### src/rtl/freq_monitor_pkg.sv
// freq_monitor_pkg: shared state encoding and constants for the frequency monitor sequencer
package freq_monitor_pkg;
  typedef logic [2:0] state_t;
  localparam state_t IDLE    = 3'd0;
  localparam state_t LOAD    = 3'd1;
  localparam state_t MEASURE = 3'd2;
  localparam state_t GRADE   = 3'd3;
  localparam state_t DRAIN   = 3'd4;
  localparam state_t GAP     = 3'd5;
  localparam int DRAIN_LOW_CYCLES = 2;
endpackage

### src/rtl/freq_monitor_ctrl_if.sv
// freq_monitor_ctrl_if: handshake between the sequencer (master) and the freq_comparator (slave)
interface freq_monitor_ctrl_if #(parameter int DATA_WIDTH = 32);
  logic                  cmp_enable;
  logic [DATA_WIDTH-1:0] cmp_timeout;
  logic                  cmp_ge;
  logic                  cmp_done;
  modport master (output cmp_enable, cmp_timeout, input cmp_ge, cmp_done);
  modport slave (input cmp_enable, cmp_timeout, output cmp_ge, cmp_done);
endinterface

### src/rtl/freq_monitor_wdog.sv
// freq_monitor_wdog: clearable up-counter flagging when the count equals the configured limit
module freq_monitor_wdog #(parameter int WIDTH = 40) (
  input  logic             clk,
  input  logic             reset_n,
  input  logic             clr,
  input  logic             inc,
  input  logic [WIDTH-1:0] cfg,
  output logic             expired
);
  logic [WIDTH-1:0] cnt;
  always_ff @(posedge clk)
    if (!reset_n || clr) cnt <= '0;
    else if (inc) cnt <= cnt + 1'b1;
  assign expired = cnt == cfg;
endmodule

### src/rtl/freq_monitor_ctrl.sv
// freq_monitor_ctrl: launches comparator measurements, grades results, tracks failures and watchdog
module freq_monitor_ctrl
  import freq_monitor_pkg::*;
#(
  parameter int DATA_WIDTH = 32,
  parameter int FAIL_WIDTH = 4,
  parameter int GAP_WIDTH  = 16,
  parameter int WDOG_WIDTH = 40
) (
  input  logic                  clk,
  input  logic                  reset_n,
  input  logic                  start,
  input  logic                  stop,
  input  logic                  continuous,
  input  logic                  expect_ge,
  input  logic [DATA_WIDTH-1:0] window_cfg,
  input  logic [GAP_WIDTH-1:0]  gap_cfg,
  input  logic [FAIL_WIDTH-1:0] fail_thresh,
  input  logic [WDOG_WIDTH-1:0] wdog_cfg,
  input  logic                  alarm_clr,
  freq_monitor_ctrl_if.master   cmp,
  output logic                  busy,
  output logic                  meas_valid,
  output logic                  meas_pass,
  output logic [FAIL_WIDTH-1:0] fail_cnt,
  output logic                  alarm,
  output logic                  wdog_err
);
  state_t state, nxt;
  logic stop_req, expect_s, cnt_exp;
  logic [1:0] low_cnt;
  logic [GAP_WIDTH-1:0] gap_last;
  logic [FAIL_WIDTH-1:0] fail_nxt;
  logic stop_now, grading, wdog_hit, drained, pass_now;
  assign stop_now = stop_req | stop;
  assign grading  = state == MEASURE && cmp.cmp_done;
  assign wdog_hit = state == MEASURE && !cmp.cmp_done && wdog_cfg != '0 && cnt_exp;
  assign drained  = !cmp.cmp_done && low_cnt == 2'(DRAIN_LOW_CYCLES - 1);
  assign pass_now = cmp.cmp_ge == expect_s;
  assign fail_nxt = pass_now ? '0 : (&fail_cnt ? fail_cnt : fail_cnt + 1'b1);
  assign gap_last = gap_cfg - 1'b1;
  assign busy     = state != IDLE;
  // One counter serves as the MEASURE watchdog and the GAP timer; it is held clear elsewhere
  freq_monitor_wdog #(.WIDTH(WDOG_WIDTH)) u_wdog (
    .clk(clk),
    .reset_n(reset_n),
    .clr(state != MEASURE && state != GAP),
    .inc(1'b1),
    .cfg(state == GAP ? WDOG_WIDTH'(gap_last) : wdog_cfg),
    .expired(cnt_exp)
  );
  always_comb begin
    nxt = state;
    case (state)
      IDLE:    nxt = start ? LOAD : IDLE;
      LOAD:    nxt = MEASURE;
      MEASURE: nxt = grading ? GRADE : (wdog_hit ? DRAIN : MEASURE);
      GRADE:   nxt = DRAIN;
      DRAIN:   nxt = !drained ? DRAIN : (continuous && !stop_now) ? (gap_cfg != '0 ? GAP : LOAD) : IDLE;
      GAP:     nxt = stop_now ? IDLE : (cnt_exp ? LOAD : GAP);
      default: nxt = IDLE;
    endcase
  end
  always_ff @(posedge clk) begin
    if (!reset_n) begin
      state           <= IDLE;
      stop_req        <= 1'b0;
      expect_s        <= 1'b0;
      low_cnt         <= '0;
      cmp.cmp_enable  <= 1'b0;
      cmp.cmp_timeout <= '0;
      meas_valid      <= 1'b0;
      meas_pass       <= 1'b0;
      fail_cnt        <= '0;
      alarm           <= 1'b0;
      wdog_err        <= 1'b0;
    end else begin
      state          <= nxt;
      cmp.cmp_enable <= nxt == MEASURE;
      meas_valid     <= grading;
      stop_req       <= (stop && state != IDLE) || (stop_req && state != LOAD);
      low_cnt        <= (state == DRAIN && !cmp.cmp_done) ? low_cnt + 1'b1 : '0;
      if (state == LOAD) begin
        cmp.cmp_timeout <= window_cfg;
        expect_s        <= expect_ge;
      end
      if (grading) meas_pass <= pass_now;
      // A grade landing with alarm_clr wins: flags set and the count takes its graded value
      fail_cnt <= grading ? fail_nxt : (alarm_clr ? '0 : fail_cnt);
      alarm    <= (grading && fail_thresh != '0 && fail_nxt >= fail_thresh) || (alarm && !alarm_clr);
      wdog_err <= wdog_hit || (wdog_err && !alarm_clr);
    end
  end
endmodule

### src/flat_wrapper.sv
// flat-port wrapper written by rule: the top's interface ports become plain ports
module freq_monitor_ctrl_flat import freq_monitor_pkg::*;
#(
  parameter int DATA_WIDTH = 32,
  parameter int FAIL_WIDTH = 4,
  parameter int GAP_WIDTH  = 16,
  parameter int WDOG_WIDTH = 40
)
  (clk, reset_n, start, stop, continuous, expect_ge, window_cfg, gap_cfg, fail_thresh, wdog_cfg, alarm_clr, busy, meas_valid, meas_pass, fail_cnt, alarm, wdog_err, cmp_cmp_enable, cmp_cmp_timeout, cmp_cmp_ge, cmp_cmp_done);
  freq_monitor_ctrl_if #(.DATA_WIDTH(DATA_WIDTH)) cmp_i ();
  input  logic clk;
  input  logic reset_n;
  input  logic start;
  input  logic stop;
  input  logic continuous;
  input  logic expect_ge;
  input  logic [DATA_WIDTH-1:0] window_cfg;
  input  logic [GAP_WIDTH-1:0] gap_cfg;
  input  logic [FAIL_WIDTH-1:0] fail_thresh;
  input  logic [WDOG_WIDTH-1:0] wdog_cfg;
  input  logic alarm_clr;
  output logic busy;
  output logic meas_valid;
  output logic meas_pass;
  output logic [FAIL_WIDTH-1:0] fail_cnt;
  output logic alarm;
  output logic wdog_err;
  output wire logic [$bits(cmp_i.cmp_enable)-1:0] cmp_cmp_enable;
  output wire logic [$bits(cmp_i.cmp_timeout)-1:0] cmp_cmp_timeout;
  input wire logic [$bits(cmp_i.cmp_ge)-1:0] cmp_cmp_ge;
  input wire logic [$bits(cmp_i.cmp_done)-1:0] cmp_cmp_done;
  assign cmp_cmp_enable = cmp_i.cmp_enable;
  assign cmp_cmp_timeout = cmp_i.cmp_timeout;
  assign cmp_i.cmp_ge = cmp_cmp_ge;
  assign cmp_i.cmp_done = cmp_cmp_done;
  freq_monitor_ctrl #(.DATA_WIDTH(DATA_WIDTH), .FAIL_WIDTH(FAIL_WIDTH), .GAP_WIDTH(GAP_WIDTH), .WDOG_WIDTH(WDOG_WIDTH)) u_core (.clk(clk), .reset_n(reset_n), .start(start), .stop(stop), .continuous(continuous), .expect_ge(expect_ge), .window_cfg(window_cfg), .gap_cfg(gap_cfg), .fail_thresh(fail_thresh), .wdog_cfg(wdog_cfg), .alarm_clr(alarm_clr), .cmp(cmp_i), .busy(busy), .meas_valid(meas_valid), .meas_pass(meas_pass), .fail_cnt(fail_cnt), .alarm(alarm), .wdog_err(wdog_err));
endmodule
### config.mk
export PLATFORM = sky130hd
export DESIGN_NAME = freq_monitor_ctrl_flat
export DESIGN_NICKNAME = d
export VERILOG_FILES = /design/src/rtl/freq_monitor_pkg.sv /design/src/rtl/freq_monitor_ctrl_if.sv /design/src/rtl/freq_monitor_wdog.sv /design/src/rtl/freq_monitor_ctrl.sv /design/src/flat_wrapper.sv
export SDC_FILE = /design/constraint.sdc
export NUM_CORES = 1
export LEC_CHECK = 0
export ABC_AREA = 1
export CAP_MARGIN = 15
export CORE_UTILIZATION = 50
export CTS_CLUSTER_DIAMETER = 50
export DETAILED_ROUTE_END_ITERATION = 8
export PLACE_DENSITY = 0.82
export SETUP_SLACK_MARGIN = 0.2
export SYNTH_ARGS = -nofsm -noshare
export SYNTH_HDL_FRONTEND = slang
export SYNTH_SLANG_ARGS = --single-unit
### constraint.sdc
create_clock -name clk -period 3 [get_ports clk]
set_clock_uncertainty 0.1 [all_clocks]
set_input_delay 0.6 -clock clk [delete_from_list [all_inputs] [get_ports clk]]
set_output_delay 0.6 -clock clk [all_outputs]
set_load 0.05 [all_outputs]
==> results.sh <==
export IMPL_finalCritPeriodShare_pct=84.9
export IMPL_combPwrFrac_pct=25.0
export IMPL_clock_fmax_mhz=392
export IMPL_reg2reg_slack_ps=560
export IMPL_final_util_pct=69.5
export IMPL_area_growth_pct=32.5
export IMPL_grt_pass1_vias=5126
export IMPL_rsz0062_at_grt="no"
export IMPL_power_density_nw_per_um2=389
export IMPL_antenna_cells=0
export IMPL_worstMarginPinSlew_ps=990
export IMPL_regArea_sq_um=1760
export IMPL_min_from="u_core.low_cnt[0]"
export IMPL_hold_class="register to register"
export IMPL_grt_usage_pct=25.7
export IMPL_p_sw_share_pct=32.1
export IMPL_wl_per_cell_um=12.6
export IMPL_synth_area_leader_cell="dfxtp_1"
export IMPL_outcome="finished clean"
export IMPL_rows=37
export IMPL_synth_mux_area_share_pct=0
export IMPL_ant_nets=0
export IMPL_start_kind="register"
export IMPL_yosysWarnings=0
export IMPL_criticalPathCategory="register to output pin"
export IMPL_drt_wl_total_um=14600
export IMPL_ys_seq_elements=88
export IMPL_synthTopCellsByCount="nand2_1, inv_1, dfxtp_1, nor2_1, nand3_1"
export IMPL_die_h_um=107
export IMPL_max_slew_margin_pct=33.9
export IMPL_nNetsFinal=1125
export IMPL_grt_overflow=0
export IMPL_htreeDepth=3
export IMPL_cts_num_sinks=88
export IMPL_synth_edff_count=0
export IMPL_tritoncts="done"
export IMPL_start_util_pct=52.4
export IMPL_synth_top_cell_area_share_pct=32.1
export IMPL_synth_top_family_by_area="simple AND/OR/NAND/NOR gates"
export IMPL_cts_resized=0
export IMPL_worst_ep_required_time_ps=2300
export IMPL_yosys_most_used_dff="dfxtp_1"
export IMPL_min_period_ps=2550
export IMPL_setup_violations=0
export IMPL_rr_worst_depth=14
export IMPL_synthAdderAreaFrac_pct=1.82
export IMPL_syn_inst=875
export IMPL_setup_slack_ps=452
export IMPL_synth_most_common_cell="nand2_1"
export IMPL_syn_num_nets=984
export IMPL_synthArstFlopShare_pct=0
export IMPL_cts_buffers=9
export IMPL_synth_simple_area_share_pct=40.1
export IMPL_place_gp_congestion=0.950
export IMPL_p_clk_share_pct=30.7
export IMPL_num_io_pins=143
export IMPL_die_area_sq_um=11400
export IMPL_irDropWorstVdd_mv=0.292
export IMPL_synthTopCellsByArea="dfxtp_1, nand2_1, inv_1"
export IMPL_ys_types=43
export IMPL_vias_per_cell=5.11
export IMPL_grt_start_max_net_pins=39
export IMPL_drive_above_1_share_pct=5.39
export IMPL_cts_path_max_buffers=2
export IMPL_grt_first_pass_wirelength_um=23700
export IMPL_finalHoldViolCount=0
export IMPL_worst_setup_path_end_kind="output pin"
export IMPL_cts_root_buf="clkbuf_8"
export IMPL_whs_endpoint="u_core.low_cnt[0]"
export IMPL_slew_viol_final=0
export IMPL_cap_viol_max_count=0
export IMPL_port_buffers=142
export IMPL_antenna_found_initial=0
export IMPL_worstPathMaxFanout=6
export IMPL_synthXorXnorAreaFrac_pct=2.08
export IMPL_multi_input_area_sq_um=3140
export IMPL_postCtsSetupBuffers=0
export IMPL_synth_seq_area_share_pct=32.1
export IMPL_p_int_uw=1920
export IMPL_num_vias=5914
export IMPL_fill_cells=935
export IMPL_clkTransAtPathRegs_ps=100
export IMPL_clk_latency_ps=360
export IMPL_postCtsHoldBufs=0
export IMPL_dp_hpwl_um=11400
export IMPL_hold_depth=1
export IMPL_syn_avg_cell_area_sq_um=6.27
export IMPL_firstDrtPassIters=5
export IMPL_dr_first_iter_drc_count=495
export IMPL_arrival_ps=1850
export IMPL_seqPwrFrac_pct=44.4
export IMPL_drc_errors=0
export IMPL_leakage_uw=0.00286
export IMPL_worstReg2RegStart="u_core.u_wdog.cnt[0]"
export IMPL_r2r_end="u_core.u_wdog.cnt[32]"
export IMPL_synthesis_area_sq_um=5490
export IMPL_coreArea_sq_um=10500
export IMPL_p_sw_uw=909
export IMPL_synth_compound_area_share_pct=12.9
export IMPL_die_x_um=107
export IMPL_dp_slack_ps=-23.1
==> power by group through the flow <==
stage | combinational, uW | clock (uW) | sequential (uW)
2_1_floorplan | 225 | 0 | 1460
3_3_place_gp | 699 | 0 | 1280
3_5_place_dp | 705 | 0 | 1280
4_1_cts | 708 | 888 | 1260
5_1_grt | 762 | 937 | 1260
6_report | 706 | 867 | 1260
==> per-stage QoR <==
step | instances | hold slack, ps | area (sq um) | power, uW | setup TNS [ps]
global placement | 1141 | 312 | 7050 | 1980 | 0
floorplan | 875 | 298 | 5490 | 1680 | 0
CTS | 1157 | 331 | 7260 | 2850 | 0
detailed placement | 1141 | 317 | 7050 | 1990 | -23.1
finish | 1157 | 331 | 7270 | 2830 | 0
global route | 1157 | 361 | 7270 | 2960 | 0
==> layer usage <==
metal / wire (um) / vias to the layer above / GRT usage (%)
li1: - / 3139 / -
met1: 6810 / 2586 / 35.1
met2: 6670 / 164 / 41.4
met3: 791 / 25 / 4.01
met4: 306 / 0 / 7.93
met5: 0 / - / 0
==> flip-flops by register name, summed over array words and instances (netlist names) <==
register and count:
u_core.alarm 1, u_core.cmp.cmp_enable 1, u_core.cmp.cmp_timeout 32, u_core.expect_s 1
u_core.fail_cnt 4, u_core.low_cnt 2, u_core.meas_pass 1, u_core.meas_valid 1
u_core.state 3, u_core.stop_req 1, u_core.u_wdog.cnt 40, u_core.wdog_err 1
==> area by class of cell <==
type                            instances  share of cell area (%)
Timing Repair Buffer                  155                    20.9
Multi-Input combinational cell        637                    43.1
Clock inverter                          7                    1.24
Tap cell                              136                    2.34
Sequential cell                        88                    24.2
Inverter                              125                    6.45
Clock buffer                            9                    1.70
==> cell families (layout without fill, tap and decap cells) <==
logic type	count (synthesis)	after routing
flops	88	88
fa+ha+maj	8	8
simple gates	483	483
buf+inv	150	296
compound gates	133	133
xor+xnor	13	13
==> cell usage in the layout (no fill, tap or decap), types with 2 or more instances in the layout <==
| master | synthesis | routed |
|---|---|---|
| nand2_1 | 229 | 228 |
| clkdlybuf4s50_1 | 0 | 142 |
| inv_1 | 123 | 123 |
| dfxtp_1 | 88 | 88 |
| nor2_1 | 86 | 85 |
| nand3_1 | 69 | 68 |
| a21oi_1 | 67 | 67 |
| o21ai_0 | 53 | 53 |
| nand4_1 | 22 | 22 |
| nor4_1 | 19 | 19 |
| nor3_1 | 18 | 18 |
| buf_4 | 1 | 13 |
| xor2_1 | 12 | 12 |
| nor3b_1 | 10 | 10 |
| clkbuf_8 | 0 | 9 |
| ha_1 | 8 | 8 |
| or2_2 | 6 | 6 |
| nand3_2 | 5 | 6 |
| nor2_2 | 4 | 4 |
| o211ai_1 | 4 | 4 |
| nor2_4 | 2 | 3 |
| nand3b_1 | 3 | 3 |
| or2_0 | 2 | 2 |
| and2_1 | 2 | 2 |
| a32o_1 | 2 | 2 |
| clkinvlp_4 | 0 | 2 |
==> worst max path at each step <==
stage                         start               endpoint  slack, ps  cells after the start
floorplan                gap_cfg[0]  u_core.cmp.cmp_enable        600                     17
global placement         gap_cfg[0]  u_core.cmp.cmp_enable         80                     18
detailed placement       gap_cfg[0]  u_core.cmp.cmp_enable        -20                     18
CTS                      gap_cfg[0]  u_core.cmp.cmp_enable        380                     18
global route             gap_cfg[1]  u_core.cmp.cmp_enable        200                     18
finish              u_core.state[2]                   busy        450                      3
==> worst max-delay path, stage by stage (launching register included) <==
cell and delay (ps):
dfxtp_1 450, inv_1 110, nand2_1 120, clkdlybuf4s50_1 810
(Power assumes the default switching activity.)
==> variant 1: new RTL, same flow settings <==
`GAP_WIDTH` is set to 16 in 2 places; all go to 32.
--- a/src/rtl/freq_monitor_ctrl.sv
+++ b/src/rtl/freq_monitor_ctrl.sv
@@ -5,5 +5,5 @@
   parameter int DATA_WIDTH = 32,
   parameter int FAIL_WIDTH = 4,
-  parameter int GAP_WIDTH  = 16,
+  parameter int GAP_WIDTH  = 32,
   parameter int WDOG_WIDTH = 40
 ) (
--- a/src/flat_wrapper.sv
+++ b/src/flat_wrapper.sv
@@ -4,5 +4,5 @@
   parameter int DATA_WIDTH = 32,
   parameter int FAIL_WIDTH = 4,
-  parameter int GAP_WIDTH  = 16,
+  parameter int GAP_WIDTH  = 32,
   parameter int WDOG_WIDTH = 40
 )
Interface: changed (resized gap_cfg); port bits go from 143 to 159. The function was not compared with the original's and may differ.
==> variant 1 against the unedited design <==
  * Sequential cell count did not move
  * Via count increased by 30%
  * Global-route usage increased by 5.0 points
  * Largest power group is now clock
  * Total power up 20%
  * Wire length is 42% higher
  * Count of clock-buffer cells in the layout is the same
  * Combinational power rose by 20%
  * Final cell count grew 26%
  * Setup slack got worse by 0.082 ns
  * Synthesized cell count rose by 24%
  * Area after synthesis increased by 16%
  * Final area increased by 26%
==> variant 1: results (changes against the unedited design) <==
| Metric | Value |
|---|---|
| Drt first pass iters | 8 (+3) |
| Yosys cell types | 47 (+9.3%) |
| Pleak | 0.003855 uW (+35%) |
| Status | completed |
| Post-synth ARST share | 0% (unchanged) |
| Global-route wire length before repair | 31930 um (+35%) |
| Regs by FF count | u_core.u_wdog.cnt (40), u_core.cmp.cmp_timeout (32), u_core.fail_cnt (4) |
| Synth Area in XOR/XNOR | 0.8264% (-1.2 points) |
| Tmin final | 2.630 ns (+0.08191 ns) |
| GP Congestion | 0.9551 (+0.58%) |
| GRT Overall Usage | 30.67% (+5.0 points) |
| Hpwl dp | 15880 um (+40%) |
| Max FO, Critical Path | 3 (-3) |
| Worst-Skew Late Latency | 0.35 ns |
| Share of cells above drive strength 1 | 14.54% (+9.2 points) |
| Adder-cell share of the synthesized area | 1.574% (-0.25 points) |
| Crit path arrival time | 2.77 ns (+0.92 ns) |
| Largest net degree at the start of global routing | 68 (+74%) |
| CP top delay family | simple AND/OR/NAND/NOR gates |
| Yosys Warn Count | 0 (unchanged) |
| Grt total ovfl | 0 (unchanged) |
| Synth Area in Compound Gates | 11.77% (-1.1 points) |
| Sequential element share of the synthesized area | 27.71% (-4.4 points) |
| Worst hold path type | flop to flop |
| Net Sw Frac | 29.51% (-2.6 points) |
| Post-layout nets | 1414 (+26%) |
| Peak VDD IR | 0.0007482 V (+160%) |
| Worst-path clk slew | 0.06 ns (-0.04 ns) |
| Critical path's slowest cell | clkdlybuf4s50_1 |
| Port bufs | 158 (+11%) |
| Rel. slew slack | 53.33% (+19 points) |
| DRT Wirelength | 20710 um (+42%) |
| Critical path's largest stage delay | 0.50 ns (-0.31 ns) |
| Synth top cells by count | nand2_1 (311), inv_1 (139), nor2_1 (129) |
| Synth area leaders | dfxtp_1 (28%), nand2_1 (18%), nand3_1 (9.3%), inv_1 (8.2%), nor2_1 (7.6%) |
| Post-DP Area | 0.008461 mm2 (+20%) |
| Clk buf depth | 2 (unchanged) |
| Initial antenna violation count | 0 (unchanged) |
| DR iter-0 viols | 794 (+60%) |
| CTS root buffer | clkbuf_16 |
| Mux cell area share after synthesis | 0% (unchanged) |
| Vias | 7714 (+30%) |
| Syn Nets | 1208 (+23%) |
| Number of global-route vias before repair | 6842 (+33%) |
==> variant 1: changes by cell type after synthesis, sizes merged, moves of 7 or more <==
| cell | unedited run | this run |
|---|---|---|
| nand2 | 229 | 315 |
| nand3 | 74 | 120 |
| inv | 124 | 155 |
| xor2 | 12 | 3 |
| nor2 | 92 | 136 |
| o21ai | 53 | 60 |
| nor3 | 18 | 28 |
| or2 | 8 | 15 |
==> variant 1: kinds of logic after synthesis <==
| logic type | after synthesis |
|---|---|
| flip-flops | 88 |
| AND/OR/NAND/NOR | 656 |
| AO/OA/AOI/OAI | 141 |
| buffers and inverters | 184 |
| XOR/XNOR | 6 |
| adder cells (fa/ha/maj) | 8 |
==> variant 1: worst reg2reg max path, cell delays in order (launching register included) <==
cell and delay [ns]:
dfxtp_1 0.36, inv_2 0.07, nand3_2 0.11, buf_4 0.32, nand2_1 0.15, nand3_1 0.09, nand2_1 0.06, nor2_1 0.10
nand2_1 0.07, nor2_1 0.13, nand3_1 0.09, nor2_1 0.09, nand2_1 0.10, nor2_2 0.15, nand4_1 0.15, nand2_1 0.12
nand2_1 0.06, nand2_1 0.06, nor2_1 0.04
==> variant 1: power by group through the flow <==
stage	Clock, uW	Sequential [uW]	Combinational, uW
detailed placement	0	1280	813
global route	1370	1270	913
global placement	0	1280	807
CTS	1310	1260	823
finish	1300	1260	850
floorplan	0	1460	262
==> variant 1: cell type report <==
class / count / area, um2
fill: 956 / 3083
inverter: 157 / 591.8
timing repair buffer: 222 / 2103
tap: 168 / 210.2
clock buffer: 9 / 225.2
clock inverter: 6 / 117.6
multi-input combinational: 811 / 4116
sequential: 88 / 1764
==> variant 1: worst paths after layout <==
check                    start                     to  slack [ns]  cells after the start
max                gap_cfg[21]  u_core.cmp.cmp_enable        0.37                     19
min          u_core.low_cnt[0]      u_core.low_cnt[0]        0.34                      1
max reg2reg    u_core.state[1]  u_core.cmp.cmp_enable        0.46                     18
min reg2reg  u_core.low_cnt[0]      u_core.low_cnt[0]        0.34                      1
==> variant 1: routing by layer <==
metal	up-vias	part of all wire, %	GRT usage (%)
li1	3902	-	-
met1	3424	43	40.51
met2	347	45	49.90
met3	41	9.3	6.906
met4	0	2.5	9.524
met5	-	0	0
==> variant 1: what timing repair did <==
item                       CTS  global route
resized for setup            7            92
setup endpoints to repair    4             6
gates cloned                 0             1
pin swaps                    0            21
buffers inserted             0             2
==> variant 1: stage by stage <==
step                std cells  worst slack [ns]  TNS (ns)  utilization (%)  power [uW]
floorplan                1083            0.5470         0                -        1718
global placement         1443           -0.1797   -0.5358            69.28        2090
detailed placement       1443           -0.2847   -0.9179            69.28        2098
CTS                      1458            0.2122         0            72.26        3395
global route             1461            0.1230         0            74.75        3548
finish                   1461            0.3703         0            74.75        3409
==> variant 2: new RTL, config.mk and constraints unchanged <==
Made on the original files. Put one more register stage on the output `fail_cnt`, with the module's reset. The value now appears one clock later. The other outputs are not delayed to match.
--- a/src/rtl/freq_monitor_ctrl.sv
+++ b/src/rtl/freq_monitor_ctrl.sv
@@ -27,4 +27,6 @@
   output logic                  wdog_err
 );
+
+  logic [FAIL_WIDTH-1:0] fail_cnt_s0;
   state_t state, nxt;
   logic stop_req, expect_s, cnt_exp;
@@ -38,5 +40,5 @@
   assign drained  = !cmp.cmp_done && low_cnt == 2'(DRAIN_LOW_CYCLES - 1);
   assign pass_now = cmp.cmp_ge == expect_s;
-  assign fail_nxt = pass_now ? '0 : (&fail_cnt ? fail_cnt : fail_cnt + 1'b1);
+  assign fail_nxt = pass_now ? '0 : (&fail_cnt_s0 ? fail_cnt_s0 : fail_cnt_s0 + 1'b1);
   assign gap_last = gap_cfg - 1'b1;
   assign busy     = state != IDLE;
@@ -72,5 +74,5 @@
       meas_valid      <= 1'b0;
       meas_pass       <= 1'b0;
-      fail_cnt        <= '0;
+      fail_cnt_s0     <= '0;
       alarm           <= 1'b0;
       wdog_err        <= 1'b0;
@@ -87,9 +89,17 @@
       if (grading) meas_pass <= pass_now;
       // A grade landing with alarm_clr wins: flags set and the count takes its graded value
-      fail_cnt <= grading ? fail_nxt : (alarm_clr ? '0 : fail_cnt);
+      fail_cnt_s0 <= grading ? fail_nxt : (alarm_clr ? '0 : fail_cnt_s0);
       alarm    <= (grading && fail_thresh != '0 && fail_nxt >= fail_thresh) || (alarm && !alarm_clr);
       wdog_err <= wdog_hit || (wdog_err && !alarm_clr);
     end
   end
+  always_ff @(posedge clk) begin
+    if (!reset_n) begin
+      fail_cnt <= '0;
+    end else begin
+      fail_cnt <= fail_cnt_s0;
+    end
+  end
+
 endmodule
 
Check against the original RTL: not equivalent (Yosys sat finds a counterexample within 4 cycles, from zero or initial values and one cycle with reset_n low).
==> variant 2 against the unedited design <==
  * Wire length down 0.59%
  * Total power increased by 0.15%
  * Sequential power up 4%
  * Sequential cell count is 4 higher
  * Setup slack worse by 0.030 ns
  * Area after synthesis rose by 0.46%
  * Via count increased by 0.44%
  * First-iteration DRC count down 19%
  * Final area increased by 0.89%
  * Largest cell class unchanged
==> variant 2: results (changes against the unedited design) <==
| Metric | Value |
|---|---|
| Status | completed |
| Peak VDD IR | 0.0003589 V (+23%) |
| Sequential element share of the synthesized area | 33.42% (+1.3 points) |
| Worst hold path type | flop to flop |
| Share of cells above drive strength 1 | 5.222% (-0.16 points) |
| CTS root buffer | clkbuf_8 |
| Setup WS pre-CTS | -0.005743 ns (+0.01737 ns) |
| Global-route wire length before repair | 23850 um (+0.58%) |
| GRT Overall Usage | 25.76% (+0.075 points) |
| Hpwl dp | 11130 um (-2.1%) |
| Least-Margin Pin Slew | 0.6783 ns (-0.3120 ns) |
| Pleak | 0.002886 uW (+0.74%) |
| Max FO, Critical Path | 8 (+2) |
| Number of global-route vias before repair | 5332 (+4.0%) |
| Synth top cells by count | nand2_1 (242), inv_1 (126), dfxtp_1 (92) |
| Post-synth ARST share | 0% (unchanged) |
| Clk buf depth | 2 (unchanged) |
| Regs by FF count | u_core.u_wdog.cnt (40), u_core.cmp.cmp_timeout (32) |
| Synth area leaders | dfxtp_1 (33%), nand2_1 (16%), inv_1 (8.6%), nand3_1 (6.4%), nor2_1 (6.1%) |
| Largest net degree at the start of global routing | 41 (+5.1%) |
| Port bufs | 142 (unchanged) |
| Worst-Skew Late Latency | 0.36 ns (about the same) |
| Post-DP Area | 0.007117 mm2 (+1.0%) |
| DR iter-0 viols | 401 (-19%) |
| Vias/cell | 5.077 (-0.68%) |
| Reg2reg setup slack | 0.44 ns (-0.12 ns) |
## variant 2: cell types whose count changed in the layout (fill, tap and decap cells not counted), moves of 3 or more
| cell | change |
|---|---|
| inv_1 | +3 |
| nor3_1 | +10 |
| dfxtp_1 | +4 |
| nand2_1 | +13 |
| nor4_1 | -6 |
| nand4_1 | -9 |
## variant 2: what timing repair did
item	in CTS	in global routing
setup endpoints to repair	0	3
setup buffers	0	1
resized for setup	0	7
## variant 2: worst max-delay path: stages
cell and delay [ns]:
clkdlybuf4s50_1 0.45, nor2_1 0.14, nand2_1 0.15, nor2_2 0.29, nand2_1 0.11, nand2_1 0.07
nand3_1 0.08, nand3_1 0.09, nand2_1 0.05, nor2_1 0.12, nand2_1 0.07, nor2_2 0.14
nand3_2 0.12, nand2_2 0.08, nand2_1 0.05, nand2_1 0.08, nor2_1 0.04
## variant 2: area by class of cell
cell class                 instances  area [um2]
clock inverter                     7       63.81
clock buffer                       9       123.9
tap                              136       170.2
multi-input combinational        641        3099
timing repair buffer             156        1551
sequential                        92        1842
inverter                         129       484.2
fill                             961        3174
## variant 2: through the flow
step,cells,hold slack [ns]
CTS,1169,0.3297
detailed placement,1153,0.3149
floorplan,884,0.2985
global route,1170,0.3558
global placement,1153,0.3140
finish,1170,0.3250
## variant 2: metal layers
layer	vias up	GRT usage, %	wire length (um)
li1	3144	-	-
met1	2612	34.32	6733
met2	167	42.67	6600
met3	17	4.924	956
met4	0	6.556	193
met5	-	0	0
## variant 2: power breakdown
part | switching [uW] | internal, uW
Clock | 493 | 322
Combinational | 413 | 296
Sequential | 31.0 | 1280
## variant 2: cells by family after synthesis
family / Yosys count / synth area share (%)
and+or+nand+nor: 487 / 38.92
AOI/OAI and AO/OA: 133 / 12.94
adders and majority gates: 8 / 1.817
buffers and inverters: 151 / 10.83
xor gates and xnor gates: 13 / 2.066
DFF: 92 / 33.42
## variant 2: path summary, 6_finish.rpt
| check | start | endpoint | cells past startpoint |
|---|---|---|---|
| worst min-delay path | u_core.low_cnt[0] | u_core.low_cnt[0] | 1 |
| worst max-delay path | gap_cfg[2] | u_core.cmp.cmp_enable | 17 |
| worst max register to register | u_core.state[2] | u_core.cmp.cmp_enable | 15 |
| worst min register to register | u_core.low_cnt[0] | u_core.low_cnt[0] | 1 |
